## config.mk

```make
export PLATFORM = sky130hd
export DESIGN_NAME = instr_decode_seq
export DESIGN_NICKNAME = d
export VERILOG_FILES = /design/src/rtl/instr_decode_seq.sv
export SDC_FILE = /design/constraint.sdc
export NUM_CORES = 1
export LEC_CHECK = 0
export ABC_CLOCK_PERIOD_IN_PS = 1500
export CAP_MARGIN = 20
export CORE_MARGIN = 2
export CORE_UTILIZATION = 44
export DETAILED_ROUTE_END_ITERATION = 16
export PLACE_DENSITY = 0.82
export SLEW_MARGIN = 10
export SYNTH_ARGS = -nofsm -noshare
export SYNTH_HDL_FRONTEND = slang
export SYNTH_SLANG_ARGS = --single-unit
```

## constraint.sdc

```tcl
create_clock -name clk -period 1.5 [get_ports clk]
set_clock_uncertainty 0.05 [all_clocks]
set_input_delay 0.45 -clock clk [delete_from_list [all_inputs] [get_ports clk]]
set_output_delay 0.45 -clock clk [all_outputs]
set_load 0.005 [all_outputs]
```

## src/rtl/instr_decode_seq.sv

```systemverilog
// Handshaked instruction-class decoder: turns an opcode byte (plus an optional trailing
// immediate byte) into a registered one-hot class, with valid/ready flow control and a retire counter.
module instr_decode_seq #(
    parameter int DATA_W      = 8,
    parameter int CLASS_W     = 2,
    parameter int NUM_CLASSES = 4,
    parameter int IMM_EN      = 1,
    parameter int IMM_CLASS   = 0,
    parameter int CNT_W       = 8
) (
    input  logic                      clk,
    input  logic                      rst,
    input  logic                      flush,
    input  logic [DATA_W-1:0]         in_data,
    input  logic                      in_valid,
    output logic                      in_ready,
    output logic                      out_valid,
    input  logic                      out_ready,
    output logic [NUM_CLASSES-1:0]    out_class,
    output logic [DATA_W-CLASS_W-1:0] out_field,
    output logic [DATA_W-1:0]         out_imm,
    output logic                      out_has_imm,
    output logic                      out_illegal,
    output logic [CNT_W-1:0]          instr_count
);

    localparam int FIELD_W = DATA_W - CLASS_W;

    typedef enum logic {S_OP, S_IMM} state_t;

    state_t              state_q, state_d;
    logic [DATA_W-1:0]   pend_q, pend_d;
    logic                vld_d;
    logic                load;
    logic [DATA_W-1:0]   dec_src;
    logic [DATA_W-1:0]   imm_d;
    logic                has_imm_d;
    logic                slot_free, in_fire, out_fire;

    function automatic logic [CLASS_W-1:0] cls_of(input logic [DATA_W-1:0] d);
        return d[DATA_W-1 -: CLASS_W];
    endfunction

    function automatic logic [NUM_CLASSES-1:0] class_onehot(input logic [CLASS_W-1:0] c);
        logic [NUM_CLASSES-1:0] v;
        v = '0;
        for (int i = 0; i < NUM_CLASSES; i++) begin
            if (c == CLASS_W'(i)) v[i] = 1'b1;
        end
        return v;
    endfunction

    // Folds to constant 0 when every class index is legal.
    function automatic logic class_illegal(input logic [CLASS_W-1:0] c);
        return int'(c) >= NUM_CLASSES;
    endfunction

    assign slot_free = !out_valid || out_ready;
    assign in_ready  = slot_free && !flush;
    assign in_fire   = in_valid && in_ready;
    assign out_fire  = out_valid && out_ready;

    always_comb begin
        state_d   = state_q;
        pend_d    = pend_q;
        vld_d     = out_valid && !out_fire;
        load      = 1'b0;
        dec_src   = in_data;
        imm_d     = '0;
        has_imm_d = 1'b0;
        if (flush) begin
            state_d = S_OP;
            pend_d  = '0;
            vld_d   = 1'b0;
        end else if (in_fire) begin
            case (state_q)
                S_OP: begin
                    if (IMM_EN != 0 && cls_of(in_data) == CLASS_W'(IMM_CLASS)) begin
                        pend_d  = in_data;
                        state_d = S_IMM;
                    end else begin
                        load = 1'b1;
                    end
                end
                S_IMM: begin
                    load      = 1'b1;
                    dec_src   = pend_q;
                    imm_d     = in_data;
                    has_imm_d = 1'b1;
                    state_d   = S_OP;
                end
            endcase
            if (load) vld_d = 1'b1;
        end
    end

    always_ff @(posedge clk or negedge rst) begin
        if (!rst) begin
            state_q <= S_OP;
            pend_q  <= '0;
        end else begin
            state_q <= state_d;
            pend_q  <= pend_d;
        end
    end

    // Output stage: registered decode presented to the execute stage.
    always_ff @(posedge clk or negedge rst) begin
        if (!rst) begin
            out_valid   <= 1'b0;
            out_class   <= '0;
            out_field   <= '0;
            out_imm     <= '0;
            out_has_imm <= 1'b0;
            out_illegal <= 1'b0;
            instr_count <= '0;
        end else begin
            out_valid <= vld_d;
            if (load) begin
                out_class   <= class_illegal(cls_of(dec_src)) ? '0 : class_onehot(cls_of(dec_src));
                out_illegal <= class_illegal(cls_of(dec_src));
                out_field   <= dec_src[FIELD_W-1:0];
                out_imm     <= imm_d;
                out_has_imm <= has_imm_d;
            end
            if (out_fire) instr_count <= instr_count + 1'b1;
        end
    end

endmodule

```

==> metrics.csv <==
stage;metric;value;unit
finish;nets;249;
synthesis;synthXorXnorAreaFrac;0.0354;
floorplan;fp-row-count;22;
setup_path;crit_path_max_fanout;6;
timing;clock.fmax;641;MHz
timing;worst_slack;-59.9;ps
floorplan;die-area;4460;µm²
synthesis;synth_area;1730;µm²
timing;rsz0062_at_grt;yes;
synthesis;synth.most_common_cell;dfrtp_1;
synthesis;synth_compound_gate_area_share;0.167;
pwr;ir_drop;0.572;mV
detailed_routing;routed_wl;5120;µm
pwr;power.internal;2.06;mW
timing;fin_crit;1560;ps
floorplan;initial_core_util;0.466;
synthesis;synthMuxAreaShare;0.0556;
pwr;p_clk_frac;0.303;
clocking;worstSkewPairLatency;290;ps
setup_path;rr_startpoint;out_valid$_DFF_PN0_;
detailed_routing;wire_per_inst;18.0;µm
global_routing;grt_max_degree;38;
setup_path;crit_path_max_incr_delay;360;ps
global_routing;grt_pass1_vias;1718;
min_path;whs_path_depth;1;
clocking;clk_path_buf_depth;2;
placement;portBuffers;41;
pwr;power_frac_comb;0.277;
global_routing;grt_pass1_wl;8050;µm
floorplan;die_h;66.8;µm
timing;period_share;1.04;
global_routing;gr-usage-all-layers;0.241;
synthesis;ys_warn_count;0;
pwr;p_leak;1.27;nW
setup_path;timing.rr.end;out_class[1]$_DFFE_PN0P_;
setup_path;worstPathArrival;1670;ps
pwr;p_seq_frac;0.420;
synthesis;syn_area_per_cell;11.3;µm²
detailed_routing;vias;1637;
placement;dp_hpwl;3130;µm
synthesis;synth_top_family_by_area;compound AO/OA/AOI/OAI gates;
setup_path;crit_required;1610;ps
global_routing;grt.overflow.total;0;
timing;slew_violations;0;
floorplan;fp.dieW;66.8;µm
floorplan;coreArea;3720;µm²
timing;hold_viol;0;
clocking;cts_tree;done;
global_routing;antenna_found_initial;1;
outcome;status;finished with violations;
detailed_routing;drc;0;
pwr;power_density;1060;nW/µm²
clocking;root_buffer;clkbuf_8;
synthesis;synthAdderAreaFrac;0.00722;
min_path;min_path_type;reg -> reg;
synthesis;synthSimpleGateAreaFrac;0.142;
synthesis;synth_nets;167;
synthesis;synth_area_leaders;dfrtp_1, a31oi_1, mux2i_1;
setup_path;crit_chain;dlygate4sd2_1 > buf_4 > nand2b_4 > buf_4 > o311ai_0 > a31oi_1;
clocking;ctsHtreeMaxLevel;2;
pwr;netSwitchingFraction;0.279;
clocking;numClockSinks;37;
detailed_routing;drt_iter0_markers;71;
timing;setup_viol;4;
synthesis;netlist-cell-type-count;36;
detailed_routing;viasPerCell;5.74;
job;drv_cap;0;
setup_path;worst-r2r-setup-slack;-20;ps
synthesis;async_reset_ff_frac;1.00;
placement;place_congestion;0.889;
synthesis;ys_ff_latch;37;
clocking;hold_buffers;0;
pwr;finalPower;2.86;mW
setup_path;worstSetupStartpointType;input port;
detailed_routing;firstDrtPassIters;6;
setup_path;slowest_stage;o311ai_0;
min_path;worstHoldStart;out_has_imm$_DFFE_PN0P_;
clocking;numCtsBuffers;5;
setup_path;reg2reg_depth;5;
setup_path;path_class;in -> reg;
outcome;violations;setup timing;
floorplan;io_pins;43;
synthesis;synth-main-ff-cell;dfrtp_1;
synthesis;ys_seq_area_frac;0.534;
clocking;clkSlewWorstSetupHoldPaths;80;ps
setup_path;end_kind;flip-flop;
finish;fin_util;0.729;
synthesis;synth_top_area_share;0.534;
synthesis;synth_edf_count;0;
finish;drive_above_1_share;0.335;
finish;area_delta_synth_final;56.4;%
synthesis;yosys-top-cells-count;dfrtp_1, a21oi_1, a31oi_1;
synthesis;postSynthCellCount;153;
pwr;power_switching;0.800;mW
setup_path;cp_common_cell;buf_4;
min_path;min_to;out_has_imm$_DFFE_PN0P_;
synthesis;yosys.area.top_type;dfrtp_1;
detailed_routing;ant_nets;0;
## cell usage in the layout (no fill, tap or decap), types with 3 or more instances in the layout
cell              n
dfrtp_1          36
xnor2_1           5
a31oi_1          11
nand4_1           7
inv_1             3
a21oi_1          12
mux2i_1           7
clkbuf_8          5
nor3b_1           3
nand2_1           6
o31ai_2           3
a22o_1            7
buf_4            34
dlygate4sd2_1    30
clkdlybuf4s50_1   7
buf_6            10
## worst max-delay path by stage
stage | start | end | slack [ps] | depth (start not counted)
2_1_floorplan | state_q$_DFFE_PN0P_ | out_class[0]$_DFFE_PN0P_ | 7 | 4
3_3_place_gp | out_ready | in_ready | -660 | 4
3_5_place_dp | out_ready | in_ready | -670 | 4
4_1_cts | out_valid$_DFF_PN0_ | out_valid | -100 | 3
5_1_grt | flush | out_class[1]$_DFFE_PN0P_ | -80 | 6
6_report | flush | out_class[1]$_DFFE_PN0P_ | -60 | 6
## final cells by class
type,instances,area [µm²]
antenna,1,2.50
clock inverter,3,46.3
inverter,4,15.0
multi-input combinational,100,820
timing repair buffer,87,771
fill,269,1010
sequential,37,927
clock buffer,5,68.8
tap,48,60.1
## kinds of logic after synthesis
group                    Yosys count
XOR/XNOR                           7
other                              1
AND/OR/NAND/NOR                   39
flip-flops                        37
AO/OA/AOI/OAI                     43
multiplexers                       9
buffers and inverters             16
adder cells (fa/ha/maj)            1
## flip-flops by register name, indices dropped and copies added (netlist names)
| register | flops |
|---|---|
| out_imm | 8 |
| out_valid | 1 |
| instr_count | 8 |
| out_field | 6 |
| state_q | 1 |
| out_class | 4 |
| out_has_imm | 1 |
| pend_q | 8 |
## per-stage QoR
| stage | hold slack (ps) | setup TNS, ps | area, µm² | instances | setup slack [ps] |
|---|---|---|---|---|---|
| floorplan | 104 | 0 | 1730 | 153 | 7.27 |
| global placement | 411 | -15040 | 2340 | 258 | -660 |
| detailed placement | 417 | -16600 | 2340 | 258 | -671 |
| CTS | 451 | -203 | 2620 | 284 | -104 |
| global route | 471 | -320 | 2710 | 285 | -77.2 |
| finish | 453 | -162 | 2710 | 285 | -59.9 |
## metal layers
layer / up-vias / share of wire / global-route usage
li1: 732 / - / -
met1: 813 / 0.39 / 0.281
met2: 80 / 0.52 / 0.434
met3: 12 / 0.070 / 0.0608
met4: 0 / 0.028 / 0.0689
met5: - / 0 / 0
## worst max-delay path, delay by kind of cell
kind | cells | cell delay [ps]
simple gates | 1 | 160
compound gates | 2 | 510
buf+inv | 3 | 550
## timing repair
action                                  in CTS  in global routing
pin swaps                                    8                  8
gates cloned                                 1                  0
gates resized for setup                     51                 23
setup buffers                               17                  0
endpoints found under the setup margin      58                 17
## power by group through the flow
| stage | Combinational (mW) | Sequential (mW) | Clock [mW] |
|---|---|---|---|
| 6_report | 0.794 | 1.20 | 0.868 |
| 2_1_floorplan | 0.231 | 1.26 | 0 |
| 3_3_place_gp | 0.654 | 1.24 | 0 |
| 4_1_cts | 0.747 | 1.20 | 0.876 |
| 3_5_place_dp | 0.679 | 1.25 | 0 |
| 5_1_grt | 0.861 | 1.22 | 0.936 |
No activity file was read; power rests on OpenSTA's default activity.
